--- config.mk ---
export PLATFORM = sky130hd
export DESIGN_NAME = rs_sched
export DESIGN_NICKNAME = d
export VERILOG_FILES = /design/src/rtl/rs_sched_pkg.sv /design/src/rtl/rs_age_matrix.sv /design/src/rtl/rs_sched.sv
export SDC_FILE = /design/constraint.sdc
export NUM_CORES = 1
export LEC_CHECK = 0
export ABC_AREA = 1
export ABC_CLOCK_PERIOD_IN_PS = 6100
export BUFFER_PORTS_ARGS = -buffer_cell sky130_fd_sc_hd__buf_4
export CORE_ASPECT_RATIO = 0.8
export CORE_MARGIN = 3
export CORE_UTILIZATION = 32
export CTS_CLUSTER_DIAMETER = 60
export DETAILED_ROUTE_END_ITERATION = 7
export HOLD_SLACK_MARGIN = 0.02
export PLACE_DENSITY_LB_ADDON = 0.05
export SLEW_MARGIN = 20
export SYNTH_ARGS = -nofsm -noshare
export SYNTH_HDL_FRONTEND = slang
export SYNTH_SLANG_ARGS = --single-unit
--- constraint.sdc ---
create_clock -name clk -period 6.1 [get_ports clk]
set_input_delay 0.61 -clock clk [delete_from_list [all_inputs] [get_ports clk]]
set_output_delay 0.61 -clock clk [all_outputs]
set_load 0.01 [all_outputs]
--- src/rtl/rs_sched_pkg.sv ---
// rs_sched_pkg: shared types and constants for the reservation station.
//   - t_prf_id / t_rob_id   : physical register and ROB identifiers
//   - t_disp_pkt            : dispatched uop (uinstr, robid, rename, meta)
//   - t_nuke_pkt            : pipeline flush request
//   - t_rs_entry / t_rs_id  : one buffered RS slot and its index type
//   - get_psrc()            : source-operand selector used by the wakeup logic
package rs_sched_pkg;

  localparam int NUM_SOURCES        = 2;
  localparam int NUM_RS_ENTRIES_DEF = 8;

  typedef logic [6:0] t_prf_id;
  typedef logic [5:0] t_rob_id;
  typedef logic [$clog2(NUM_RS_ENTRIES_DEF)-1:0] t_rs_id;

  typedef struct packed {
    t_prf_id pdst;
    t_prf_id psrc1;
    t_prf_id psrc2;
  } t_rename;

  typedef struct packed {
    logic [15:0] uinstr;
    t_rob_id     robid;
    t_rename     rename;
    logic [3:0]  meta;
  } t_disp_pkt;

  typedef struct packed {
    logic valid;
  } t_nuke_pkt;

  typedef struct packed {
    logic                   valid;
    t_disp_pkt              pkt;
    logic [NUM_SOURCES-1:0] src_rdy;
  } t_rs_entry;

  // Source index 0 is psrc1, index 1 is psrc2; matches src_rdy bit order.
  function automatic t_prf_id get_psrc(input t_disp_pkt pkt, input int s);
    return (s == 0) ? pkt.rename.psrc1 : pkt.rename.psrc2;
  endfunction

endpackage

--- src/rtl/rs_age_matrix.sv ---
// rs_age_matrix: relative-age tracker for the reservation station slots.
//   clk, reset_n : clock, synchronous active-low reset
//   flush        : discard all age information
//   alloc        : one-hot slot being written this cycle (becomes youngest)
//   dealloc      : one-hot slot being freed this cycle
//   req          : slots requesting selection
//   oldest       : one-hot of the requesting slot with no older requester
module rs_age_matrix
  import rs_sched_pkg::*;
#(
  parameter int N = NUM_RS_ENTRIES_DEF
) (
  input  logic         clk,
  input  logic         reset_n,
  input  logic         flush,
  input  logic [N-1:0] alloc,
  input  logic [N-1:0] dealloc,
  input  logic [N-1:0] req,
  output logic [N-1:0] oldest
);

  // older_q[i][j] set means slot j is older than slot i. Bits pointing at free
  // slots may be stale; they are harmless because req only covers live slots,
  // and the column is cleared whenever that slot is reallocated.
  logic [N-1:0] older_q [N];

  // NOTE: sequential state uses non-blocking assignments so every flop samples
  // pre-edge values, independent of statement order.
  always_ff @(posedge clk) begin
    for (int i = 0; i < N; i++) begin
      for (int j = 0; j < N; j++) begin
        if (!reset_n || flush) begin
          older_q[i][j] <= 1'b0;
        end else if (alloc[i]) begin
          // New slot is younger than every other slot still live next cycle.
          older_q[i][j] <= (i != j) && !dealloc[j];
        end else if (alloc[j] || dealloc[j]) begin
          older_q[i][j] <= 1'b0;
        end
      end
    end
  end

  always_comb begin
    for (int i = 0; i < N; i++) begin
      oldest[i] = req[i] && !(|(req & older_q[i]));
    end
  end

endmodule

--- src/rtl/rs_sched.sv ---
// rs_sched: reservation station between dispatch and the execute pipe.
// Buffers dispatched uops, wakes sources on writeback broadcasts and issues the
// oldest fully-ready uop over a valid/ready handshake. A nuke flushes all slots.
//   clk, reset_n                 : clock, synchronous active-low reset
//   nuke_rb1                     : flush request (.valid)
//   disp_valid_rs0/disp_pkt_rs0  : dispatch; src_rdy_rs0 gives scoreboard readiness
//   rs_stall_rs0                 : no free slot (registered state only)
//   wb_valid_rs0/wb_pdst_rs0     : writeback wakeup broadcasts
//   iss_valid_rs1/iss_pkt_rs1    : issue, accepted when ex_ready_rs1 is high
// Optional macro RS_PERF_EN adds perf_occ_rs (live occupancy) and
// perf_stall_cyc (saturating count of stalled cycles).
module rs_sched
  import rs_sched_pkg::*;
#(
  parameter int NUM_RS_ENTRIES = NUM_RS_ENTRIES_DEF,
  parameter int NUM_WB_PORTS   = 2
) (
  input  logic                   clk,
  input  logic                   reset_n,
  input  t_nuke_pkt              nuke_rb1,
  input  logic                   disp_valid_rs0,
  input  t_disp_pkt              disp_pkt_rs0,
  input  logic [NUM_SOURCES-1:0] src_rdy_rs0,
  output logic                   rs_stall_rs0,
  input  logic [NUM_WB_PORTS-1:0] wb_valid_rs0,
  input  t_prf_id                wb_pdst_rs0 [NUM_WB_PORTS],
  output logic                   iss_valid_rs1,
  output t_disp_pkt              iss_pkt_rs1,
`ifdef RS_PERF_EN
  output logic [$clog2(NUM_RS_ENTRIES):0] perf_occ_rs,
  output logic [31:0]            perf_stall_cyc,
`endif
  input  logic                   ex_ready_rs1
);

  t_rs_entry                 ents [NUM_RS_ENTRIES];
  logic [NUM_RS_ENTRIES-1:0] valid_vec, ready_vec, grant;
  logic [NUM_RS_ENTRIES-1:0] alloc_oh, dealloc_oh;
  logic [NUM_SOURCES-1:0]    ent_hit [NUM_RS_ENTRIES];
  logic [NUM_SOURCES-1:0]    disp_hit;
  logic                      disp_fire, found;

  function automatic logic wb_match(input t_prf_id psrc);
    logic hit;
    hit = 1'b0;
    for (int p = 0; p < NUM_WB_PORTS; p++) begin
      hit = hit | (wb_valid_rs0[p] && (wb_pdst_rs0[p] == psrc));
    end
    return hit;
  endfunction

  always_comb begin
    for (int i = 0; i < NUM_RS_ENTRIES; i++) begin
      valid_vec[i] = ents[i].valid;
      ready_vec[i] = ents[i].valid && (&ents[i].src_rdy);
      for (int s = 0; s < NUM_SOURCES; s++) begin
        ent_hit[i][s] = wb_match(get_psrc(ents[i].pkt, s));
      end
    end
    for (int s = 0; s < NUM_SOURCES; s++) begin
      disp_hit[s] = wb_match(get_psrc(disp_pkt_rs0, s));
    end
  end

  assign rs_stall_rs0 = &valid_vec;
  assign disp_fire    = disp_valid_rs0 && !rs_stall_rs0 && !nuke_rb1.valid;

  // Free-slot choice looks only at pre-update valids, so a slot freed by an
  // issue this cycle is not reused until the next one.
  // NOTE: every always_comb output gets a default before any conditional
  // assignment so no latch is inferred.
  always_comb begin
    alloc_oh = '0;
    found    = 1'b0;
    for (int i = 0; i < NUM_RS_ENTRIES; i++) begin
      if (disp_fire && !valid_vec[i] && !found) begin
        alloc_oh[i] = 1'b1;
        found       = 1'b1;
      end
    end
  end

  rs_age_matrix #(.N(NUM_RS_ENTRIES)) u_age (
    .clk     (clk),
    .reset_n (reset_n),
    .flush   (nuke_rb1.valid),
    .alloc   (alloc_oh),
    .dealloc (dealloc_oh),
    .req     (ready_vec),
    .oldest  (grant)
  );

  // grant is one-hot or zero, so an OR-mux yields '0 when nothing issues.
  always_comb begin
    iss_pkt_rs1 = '0;
    for (int i = 0; i < NUM_RS_ENTRIES; i++) begin
      if (grant[i]) iss_pkt_rs1 = iss_pkt_rs1 | ents[i].pkt;
    end
  end

  assign iss_valid_rs1 = |ready_vec;
  assign dealloc_oh    = (iss_valid_rs1 && ex_ready_rs1) ? grant : '0;

  // NOTE: only the valid bits are reset; payload and src_rdy of a free slot
  // are don't-care and are rewritten on allocation.
  always_ff @(posedge clk) begin
    for (int i = 0; i < NUM_RS_ENTRIES; i++) begin
      if (!reset_n || nuke_rb1.valid) begin
        ents[i].valid <= 1'b0;
      end else if (alloc_oh[i]) begin
        ents[i].valid   <= 1'b1;
        ents[i].pkt     <= disp_pkt_rs0;
        ents[i].src_rdy <= src_rdy_rs0 | disp_hit;
      end else begin
        if (dealloc_oh[i]) ents[i].valid <= 1'b0;
        ents[i].src_rdy <= ents[i].src_rdy | ent_hit[i];
      end
    end
  end

`ifdef RS_PERF_EN
  always_comb begin
    perf_occ_rs = '0;
    for (int i = 0; i < NUM_RS_ENTRIES; i++) begin
      perf_occ_rs = perf_occ_rs + ($clog2(NUM_RS_ENTRIES)+1)'(valid_vec[i]);
    end
  end

  always_ff @(posedge clk) begin
    if (!reset_n) begin
      perf_stall_cyc <= '0;
    end else if (rs_stall_rs0 && (perf_stall_cyc != '1)) begin
      perf_stall_cyc <= perf_stall_cyc + 32'd1;
    end
  end
`else
  // Performance counters compiled out.
`endif

`ifndef SYNTHESIS
  always_ff @(posedge clk) begin
    if (reset_n) begin
      assert (!(disp_valid_rs0 && rs_stall_rs0))
        else $error("rs_sched: dispatch while stalled");
    end
  end
`endif

endmodule

# Word level (Yosys, flattened, before mapping)
# Memories as Yosys holds them, arrays and structs flattened.
# Index checks and enable logic that the tools add are counted.
# word_totals
rom_bits	0
word_cells	820
out_inout_bits	49
ram_bits	464
mem_count	2
ff_bits	0
latchBits	0
# mem_list
memory	depth	width	rd	rd_clocked_by_memory_dff	write_ports	line_no	rtl
ents	8	50	8	0	8	rs_sched.sv:36	t_rs_entry ents [NUM_RS_ENTRIES];
u_age.older_q	8	8	8	0	8	rs_age_matrix.sv:25	logic [N-1:0] older_q [N];
# classes
n_shift	0
n_mux	457
bitwise	194
n_eq_ne	36
n_reduce_logical	131
div_mod_pow	0
add_sub_neg	0
multipliers	0
n_lt_le_gt_ge	0
# op_table
cell	count
$mux 1	440
$mux 47	8
$or 47x47->47	7
$eq 7x7->1	36
$or 1x1->1	170
$reduce_or 8->1	9
$logic_and 1x1->1	70
$and 8x8->8	8
$logic_not 1->1	34
$or 2x2->2	9
$mux 2	8
$reduce_and 2->1	8
$logic_or 1x1->1	9
$mux 8	1
$reduce_and 8->1	1

# Logic depth before layout (Yosys ltp)
# Gate-level depths: netlist of run 1.
# An unclocked memory read counts as a cell.
# logic_depth
word_depth	34
depth_mapped	13
ltp_nobuf	11

# Modules after synthesis
# Synthesis of run 1 repeated with hierarchy kept, for this count alone.
# hier_totals
hier_cells	1961
area_unflattened_um2	21302.9
# by_module_without_submodules
module	cells_each	seq_area_each_um2	instances	area_each_um2
rs_sched	1614	12011.5	1	18350.1
rs_age_matrix	347	1681.6	1	2952.8

# Worst setup path before layout of run 1
# OpenSTA, ideal clock, no wires.
# synth_timing
path_type	input to register
from	in disp_valid_rs0
to	mem u_age.older_q[0][17] (netlist name) (data pin)
path_buffers	0
path_stages	8
required_time_ns	5.947
setup_ns	0.153
path_slack_ns	2.042
arrival_ns	3.905
path_cell_list	inv_1 -> nor2_2 -> nand2_4 -> inv_2 -> nand3_2 -> nor2_1 -> inv_1 -> nor2_1
# synth_lines
item	line_no	rtl
start: declaration	rs_sched.sv:21	input logic disp_valid_rs0,
end: declaration	rs_age_matrix.sv:25	

==> impl_results.md, run 1 <==
* Status: complete, no violations
* Number of synthesized register bits at ~460
* Power per cell area at roughly 280 nW/µm²
* Crit share post-route at 0.696
* Critical-path cell list: nand3_1 -> inv_1 -> a21oi_1 -> nand3_1 -> nor2_4 -> buf_4 -> nand2_1 -> nand2_1 -> nor2_1 -> nand2_1 -> buf_4
* Share of post-route cells with drive strength above 1 at 0.126
* Slowest Stage Delay on Critical Path at 0.86 ns
* Largest net degree at the start of global routing at 48
* Syn_area_per_cell at approximately 10 µm²
* Setup bufs post-CTS at 0
* CP Launch Type: flop
* Synthesized cell area at ~22000 µm²
* Commonest non-fill, non-tap cells in the layout: nand2_1 (747), edfxtp_1 (456), nand3_1 (191)
* Clock tree buffer depth at 3
* MaxCap Viol Count at 0
* Max-slew headroom at 0.272
* GRT met3 Usage at 0.0512
* Fmax at 236 MHz
* CTS buffer count at 51
* WP data arrival at about 3.6 ns
* CP max-delay cell: nor2_4
* Clock sinks at 456
* Final min period at between 4 and 5 ns
* Commonest non-fill, non-tap cell in the layout: nand2_1
* Worst Tran Pin Value at roughly 1.1 ns
* Via count at about 17000
* Reg-to-reg slack, setup at around 2.7 ns
* Synth cell types at 45
* # diodes at 0
* Syn nets at between 2000 and 2500
* Tot GR Track Use at 0.236
* Total wire length at around 86000 µm
* Post-synth EDFFs at between 400 and 500
* # rows at 85
* Area Growth Syn to Fin at 15.6%
* Final Wtd Congestion at 0.917
* Worst r2r src: ents[1][49]$_SDFFCE_PN0P_
* Yosys top cell area share at 0.620
* Main synth FF type: edfxtp_1
* Final ANT Viol Nets at 0
* Final hold violation count at 0
* Pleak at 10.1 nW
* TritonCTS clock tree: built
* Setup repair after global routing missed its margin: no
* Post-synth ARST share at 0
* 1st-iter DRT viols at ~1700
* Worst reg2reg path depth at 11
* Worst hold path class: input pin to flop
* Initial core utilization at 0.326
* Hold-fix buffers, CTS at 0
* Peak supply drop at approximately 170 µV
* Drt pass-1 iters at 5
* GR Util met1 at 0.342
* Final setup vio count at 0
* CP Data Required Time at 5.49 ns
* Worst reg2reg endpoint: ents[1][136]$_DFFE_PP_
* Vias in the first global route at approximately 17000
* CP endpoint: iss_pkt_rs1[15]
* Final Skew at 0.0257 ns
* CP Max Fanout at 24
* Total gr overflow at 0
* Final WS setup at between 1.5 and 2 ns
* Setup TNS at 0 ns
* Post-CTS sizing at 0
* Max-slew violations at 0
* Vias per cell at between 5 and 6
* Post-DP HPWL at approximately 55000 µm
* Gr busiest metal: met2
* Die area at just over 70000 µm²
* Cells after Synth at approximately 2200
* Dominant cells by area after synthesis: edfxtp_1 (62%), nand2_1 (13%), nand3_1 (4.3%)
* I/O Pins at between 100 and 150
* Sequential cell area fraction in the yosys report at 0.620
* Antenna violations before repair at 2
* Reg clk slew, reported paths at 0.06 ns
* Synth warn at 0
* Layout Nets at 2418
* CP dominant cell by count: nand2_1
* CP Launch Point: ents[0][149]$_SDFFCE_PP0P_
* Die H at around 240 µm
* Critical path type: flop to primary output
* CTS HTree Levels at 2
* First-pass GRT wire length at 123000 µm
* DRC viols at 0
* Routed wire per std cell at about 26 µm
* PortBufs at between 100 and 150
* Met2 Usage GRT at 0.358
* Die width at between 200 and 300 µm
* Pre-CTS WS at approximately 2.3 ns
* Crit end category: primary output
* Core area at 67900 µm²
* Yosys top cell by area: edfxtp_1
* Clock Latency Late Sink at 0.62 ns
* CTS root buf: clkbuf_16
layout make-up:
class / count / area, µm²
timing repair buffer: 145 / 1120
clock buffer: 66 / 1350
sequential: 456 / 13700
fill: 6936 / 42300
clock inverter: 27 / 234
multi-input combinational: 1540 / 7420
tap: 913 / 1140
inverter: 154 / 578
worst min path at each step:
| stage | slack (ns) | end | depth (start not counted) | from |
|---|---|---|---|---|
| final | 0.24 | ents[1][48]$_DFFE_PP_ | 1 | disp_pkt_rs0[46] |
| after CTS | 0.19 | ents[1][152]$_DFFE_PP_ | 1 | disp_pkt_rs0[0] |
| after floorplan | 0.57 | ents[1][0]$_DFFE_PP_ | 2 | ents[1][0]$_DFFE_PP_ |
| after detailed placement | 0.63 | ents[1][0]$_DFFE_PP_ | 2 | ents[1][0]$_DFFE_PP_ |
| after global routing | 0.22 | ents[1][52]$_DFFE_PP_ | 1 | disp_pkt_rs0[0] |
| after global placement | 0.62 | ents[1][0]$_DFFE_PP_ | 2 | ents[1][0]$_DFFE_PP_ |
Yosys cell counts, types with 2 or more instances:
library cell	number
nand3b_1	8
a211oi_1	5
a21oi_1	18
buf_2	54
nor2_2	16
o21ai_0	63
buf_6	3
nand3_1	191
buf_1	7
o21ai_1	4
nand2_4	3
nor3_1	44
nand2_1	747
o211ai_1	12
o2bb2ai_1	5
xnor2_1	8
edfxtp_1	456
o221ai_1	7
nor2_4	13
nand3_2	7
inv_1	138
clkinv_1	4
nand4_1	41
inv_2	12
clkbuf_1	33
or2_2	5
nand3_4	5
and3_1	2
nor4_1	8
nor2_1	193
xor2_1	56
o2111ai_1	15
o22ai_1	47
nand2_2	7
power by group:
group | internal (mW) | total, mW | switching, mW
logic | 0.171 | 0.598 | 0.428
registers | 3.52 | 3.55 | 0.0310
clock network | 1.66 | 3.01 | 1.34
total | 5.35 | 7.15 | 1.80
metrics by stage:
| stage | instances | utilization | hold slack (ns) | power (mW) | cell area, µm² |
|---|---|---|---|---|---|
| after floorplan | 2248 | - | 0.569 | 3.91 | 22100 |
| after global placement | 3206 | 0.352 | 0.618 | 4.21 | 23900 |
| after detailed placement | 3208 | 0.353 | 0.626 | 4.21 | 24000 |
| after CTS | 3301 | 0.376 | 0.194 | 7.23 | 25500 |
| after global routing | 3301 | 0.376 | 0.218 | 7.40 | 25500 |
| final | 3301 | 0.376 | 0.241 | 7.15 | 25500 |
metal layers:
metal	wire length, µm	part of all wire
met5	12	0.00014
met3	6520	0.076
met1	40200	0.47
met4	2030	0.024
met2	36900	0.43
kinds of logic after synthesis:
group,after synthesis,share of synthesized area
buffers and inverters,252,0.0471
xor gates and xnor gates,64,0.0254
DFF,456,0.620
AOI/OAI and AO/OA,182,0.0522
and+or+nand+nor,1294,0.256
worst max-delay path, delay by kind of cell, from the launching register on:
family                 cells  cell delay [ns]
and+or+nand+nor            7             1.64
DFF                        1             0.42
AOI/OAI and AO/OA          1             0.17
buffers and inverters      3             0.76
sequential cells by signal (all words and copies together), names as in the netlist:
register,flops
ents,400
u_age.older_q,56
Power figures use the tool's default switching activity.
==> run 2: changes to the inputs <==
ABC_AREA = 0   (was 1)
ABC_CLOCK_PERIOD_IN_PS = 4300   (was 6100)
clock period = 4.3 ns   (was 6.1 ns; I/O delays follow)
==> run 2 against run 1 <==
Effect of this change: sequential power is 41% higher; worst hold slack worse by 0.18 ns; register-to-register slack worse by 1.7 ns; final cell count is 17% lower; highest routed layer unchanged.
==> impl_results.md, run 2 <==
* Largest net degree at the start of global routing at 48
* CP Data Required Time at just under 4 ns
* Area Growth Syn to Fin at 16.7%
* Die width at 296 µm
* Final Core Density at 0.381
* Total wire length at 80000 µm
* Tot GR Track Use at 0.227
* Cells after Synth at 1728
* # rows at 84
* Post-DP HPWL at between 50000 and 60000 µm
* I/O Pins at approximately 120
* Routed wire per std cell at roughly 29 µm
* CTS HTree Levels at 2
* Worst hold path class: input pin to flop
* Critical path type: flop to primary output
* Share of post-route cells with drive strength above 1 at 0.166
* Fmax at 242 MHz
* Clock sinks at between 400 and 500
* Vias in the first global route at approximately 15000
* Final Skew at about 0.016 ns
* Met2 Usage GRT at 0.340
* CP Launch Type: flop
* Top-count cell post-synth: edfxtp_1
* Comb pwr share at 0.069
* Pleak at about 8.7 nW
* Yosys top cell by area: edfxtp_1
* CTS root buf: clkbuf_16
* Antenna violations before repair at 3
* MaxCap Viol Count at 0
* Core area at ~66000 µm²
* Crit end category: primary output
* WHS Path Cells at 1
* Worst Tran Pin Value at around 1.1 ns
* Worst reg2reg path depth at 6
* First-pass GRT wire length at 113000 µm
* Power per cell area at between 400 and 500 nW/µm²
* Layout Nets at roughly 1900
* Final ANT Viol Nets at 0
* DRC viols at 0
* Dominant cells by area after synthesis: edfxtp_1 (63%), xnor2_1 (10%), nand4_1 (3.9%)
* Main synth FF type: edfxtp_1
* Reg with most FFs: ents
* PortBufs at about 120
* Worst hold slack at around 0.060 ns
* Synth cell types at 44
* Max FFs per register at 400
* Reg clk slew, reported paths at around 0.06 ns
* Die area at 70600 µm²
* Final min period at between 4 and 5 ns
* Status: complete, no violations
* Syn_area_per_cell at between 10 and 15 µm²
* Largest regs: ents (400), u_age.older_q (56)
* Via count at between 10000 and 15000
* Die H at around 240 µm
* Pint at between 7 and 8 mW
* Syn nets at around 1800
* Final setup vio count at 0
* Post-synth EDFFs at about 460
* 1st-iter DRT viols at 1307
* Clock Latency Late Sink at between 0.6 and 0.7 ns
* Pre-CTS WS at 0.672 ns
* Total gr overflow at 0
* Final WS setup at about 0.16 ns
* Gr busiest metal: met2
* Final Wtd Congestion at around 0.91
* Sequential cell area fraction in the yosys report at 0.634
* Final hold violation count at 0
* Synth warn at 0
* GRT met3 Usage at 0.0476
* Number of synthesized register bits at between 400 and 500
* Commonest non-fill, non-tap cell in the layout: edfxtp_1
* Commonest non-fill, non-tap cells in the layout: edfxtp_1 (456), xnor2_1 (252), buf_4 (161)
* Clock network power share at 0.438
* Most frequent cells after synthesis: edfxtp_1 (456), xnor2_1 (252), inv_1 (163)
* GR Util met1 at 0.332
* Initial core utilization at 0.326
* Post-synth ARST share at 0
* Max-slew headroom at 0.273
* Placed Area at around 23000 µm²
* TritonCTS clock tree: built
* Setup bufs post-CTS at 0
* Fin area at about 25000 µm²
* Drt pass-1 iters at 5
* WP data arrival at approximately 3.7 ns
* Synthesized cell area at approximately 22000 µm²
* Crit share post-route at 0.962
* Yosys top cell area share at 0.634
* # diodes at 0
* CP Max Fanout at 22
* Switch Pwr at ~2.4 mW
* Reg power frac at 0.493
* Setup TNS at 0 ns
* Clock tree buffer depth at 3
* CTS buffer count at 54
* Max-slew violations at 0
* Sw frac at 0.239
* Peak supply drop at slightly below 300 µV
* Setup repair after global routing missed its margin: no
* Vias per cell at between 5 and 6
run 2: worst max-delay path: stages, from the launching register on:
cell and delay (ns):
edfxtp_1 0.67, nand4_1 0.16, nand4_1 0.12, buf_4 0.31, buf_4 0.44, nor3_1 0.10
a2111oi_0 0.85, nand3_1 0.22, buf_4 0.20
run 2: layer usage:
layer	wire, µm	part of all wire	up-vias
met4	1960	0.025	2
met3	5520	0.069	100
met5	13	0.00016	-
met1	37600	0.47	7483
met2	34800	0.44	528
li1	-	-	6559
run 2: metrics by stage:
stage / cells / power (mW)
final: 2738 / 10.1
after global routing: 2738 / 10.5
after CTS: 2738 / 10.3
after detailed placement: 2626 / 5.79
after global placement: 2626 / 5.79
after floorplan: 1728 / 5.44
run 2: kinds of logic after synthesis:
kind of cell	after synthesis	share of synthesized area
AO/OA/AOI/OAI	167	0.0648
XOR/XNOR	252	0.102
buffers and inverters	293	0.0587
flip-flops	456	0.634
multiplexers	2	0.000928
AND/OR/NAND/NOR	558	0.139
run 2: final cells by class:
class                           instances  area, µm²
Multi-Input combinational cell        979       6680
Timing Repair Buffer                  177       1430
Tap cell                              860       1080
Clock inverter                         34        303
Sequential cell                       456      13700
Fill cell                            6437      41000
Clock buffer                           68       1400
Inverter                              164        616
run 2: timing repair:
action	4_1_cts	5_1_grt
endpoints found under the hold margin	63	0
endpoints found under the setup margin	0	1
hold buffers	10	0
resized for setup	0	1
run 2: worst paths after layout:
| check | from | endpoint | slack (ns) |
|---|---|---|---|
| setup / recovery | ents[0][199]$_SDFFCE_PP0P_ | iss_pkt_rs1[0] | 0.16 |
| setup reg to reg | ents[0][199]$_SDFFCE_PP0P_ | ents[1][10]$_DFFE_PP_ | 1.06 |
| hold reg to reg | ents[1][150]$_DFFE_PP_ | ents[1][150]$_DFFE_PP_ | 0.82 |
| hold / removal | disp_pkt_rs0[23] | ents[1][75]$_DFFE_PP_ | 0.06 |
run 2: power by group through the flow:
stage                     Clock (mW)  Combinational (mW)  Sequential, mW
after floorplan                    0               0.389            5.05
after CTS                       4.55               0.709            5.00
after detailed placement           0               0.698            5.09
final                           4.44               0.704            5.00
after global routing            4.76               0.754            5.00
after global placement             0               0.697            5.09
==> run 3: changes to the inputs <==
ABC_CLOCK_PERIOD_IN_PS = default   (was 4300)
MAX_ROUTING_LAYER = met4   (was default)
==> run 3 against run 2 <==
Effect of this change: critical path depth fell by 1; core utilization fell by 0.10 points; clock power rose by 2%; sequential power barely moved; clock skew rose by 0.0045 ns; final area fell by 0.27%; critical endpoint is now iss_pkt_rs1[44].
==> impl_results.md, run 3 (synthesis results as in run 2) <==
* Critical path type: flop to primary output
* Clock sinks at about 460
* Pleak at 8.68 nW
* DRC viols at 0
* Vias per cell at ~5.4
* Setup TNS at 0 ns
* Clock Latency Late Sink at a little over 0.6 ns
* Crit end category: primary output
* Reg clk slew, reported paths at roughly 0.060 ns
* Reg with most FFs: ents
* Worst hold slack at roughly 0.064 ns
* I/O Pins at around 120
* Fin area at around 25000 µm²
* Tot GR Track Use at 0.234
* CTS HTree Levels at 2
* Slowest Stage Delay on Critical Path at between 0.7 and 0.8 ns
* Die width at about 300 µm
* Largest regs: ents (400), u_age.older_q (56)
* Worst Tran Pin Value at approximately 1.1 ns
* Via count at around 15000
* Commonest non-fill, non-tap cell in the layout: edfxtp_1
* Total gr overflow at 0
* Final setup vio count at 0
* Drt pass-1 iters at 5
* CTS buffer count at 55
* Worst hold path class: input pin to flop
* Final ANT Viol Nets at 0
* Crit share post-route at 0.918
* Final Skew at 0.0206 ns
* Post-DP HPWL at 51900 µm
* Area Growth Syn to Fin at 16.4%
* Max-slew headroom at 0.234
* Die H at ~240 µm
* MaxCap Viol Count at 0
* CP Max Fanout at 20
* Layout Nets at around 1900
* Share of post-route cells with drive strength above 1 at 0.160
* Antenna violations before repair at 2
* Critical-path cell list: nand4_1 -> nand4_2 -> buf_12 -> nor3_1 -> a2111oi_1 -> nand3_1 -> buf_4
* CP Launch Type: flop
* Die area at 70600 µm²
* Commonest non-fill, non-tap cells in the layout: edfxtp_1 (456), xnor2_1 (252), inv_1 (155)
* WP data arrival at roughly 3.5 ns
* Max-slew violations at 0
* Status: complete, no violations
* Peak supply drop at 296 µV
* Clock tree buffer depth at 3
* CP Data Required Time at between 3 and 4 ns
* Max FFs per register at 400
* PortBufs at between 100 and 150
* Final min period at 3.95 ns
* Fmax at ~250 MHz
* CTS root buf: clkbuf_16
* First-pass GRT wire length at approximately 110000 µm
* Final Core Density at 0.380
* Vias in the first global route at 14523
* Final Wtd Congestion at ~0.87
* # rows at 84
* Core area at roughly 66000 µm²
* Dpl cells at roughly 2600
* CP max-delay cell: a2111oi_1
* Total wire length at 80300 µm
* Power per cell area at ~400 nW/µm²
* Final hold violation count at 0
* Largest net degree at the start of global routing at 48
* Routed wire per std cell at 29.5 µm
* Initial core utilization at 0.326
* Placed Area at around 23000 µm²
* Setup repair after global routing missed its margin: no
* 1st-iter DRT viols at 1379
* TritonCTS clock tree: built
* Post-route insts no fill at between 2000 and 3000
## run 3: changes by cell type in the layout (fill, tap and decap cells not counted), moves of 2 or more
cell | before | now
buf_12 | 6 | 10
clkbuf_16 | 54 | 56
buf_4 | 161 | 152
dlygate4sd3_1 | 10 | 2
clkinv_4 | 2 | 0
clkinv_1 | 7 | 15
clkinv_2 | 14 | 5
clkbuf_1 | 14 | 11
## run 3: final timing paths
| path | startpoint | endpoint | slack, ns | depth (start not counted) |
|---|---|---|---|---|
| max | ents[0][0]$_DFFE_PP_ | iss_pkt_rs1[44] | 0.35 | 7 |
| min | disp_pkt_rs0[2] | ents[0][104]$_DFFE_PP_ | 0.06 | 1 |
| max reg2reg | ents[1][199]$_SDFFCE_PP0P_ | ents[1][199]$_SDFFCE_PP0P_ | 1.03 | 7 |
| min reg2reg | ents[0][101]$_DFFE_PP_ | ents[0][101]$_DFFE_PP_ | 0.86 | 2 |
## run 3: routing by layer
| metal | vias to the layer above | routed length, µm | GRT usage |
|---|---|---|---|
| met1 | 7514 | 38300 | 0.341 |
| met3 | 92 | 5800 | 0.0485 |
| met2 | 550 | 34700 | 0.336 |
| li1 | 6539 | - | - |
| met4 | 0 | 1520 | 0.0519 |
| met5 | - | 0 | - |
## run 3: cell type report
class,instances,area (µm²)
Fill cell,6369,41100
Tap cell,860,1080
Clock buffer,67,1440
Inverter,164,616
Sequential cell,456,13700
Clock inverter,32,275
Multi-Input combinational cell,979,6660
Timing Repair Buffer,164,1360
Antenna cell,1,2.50
## run 3: repair_timing
action                     in CTS  in global routing
hold buffers                    2                  0
setup buffers                   0                  0
gates resized for setup         0                  1
setup endpoints to repair       0                  1
hold endpoints to repair        7                  0
## run 3: critical path, delay by kind of cell (launching register included)
kind,cells,cell delay (ns)
AOI/OAI and AO/OA,1,0.71
and+or+nand+nor,4,1.06
buffers and inverters,2,0.48
DFF,1,0.62
## run 3: where the power goes
| part | switching (mW) | internal (mW) |
|---|---|---|
| registers | 0.0579 | 4.94 |
| logic | 0.452 | 0.252 |
| clock network | 1.90 | 2.62 |
## run 3: per-stage QoR
stage	power, mW	setup slack, ns
floorplan	5.44	1.46
global placement	5.80	0.848
detailed placement	5.79	0.828
CTS	10.3	0.218
global route	10.6	0.187
finish	10.2	0.352
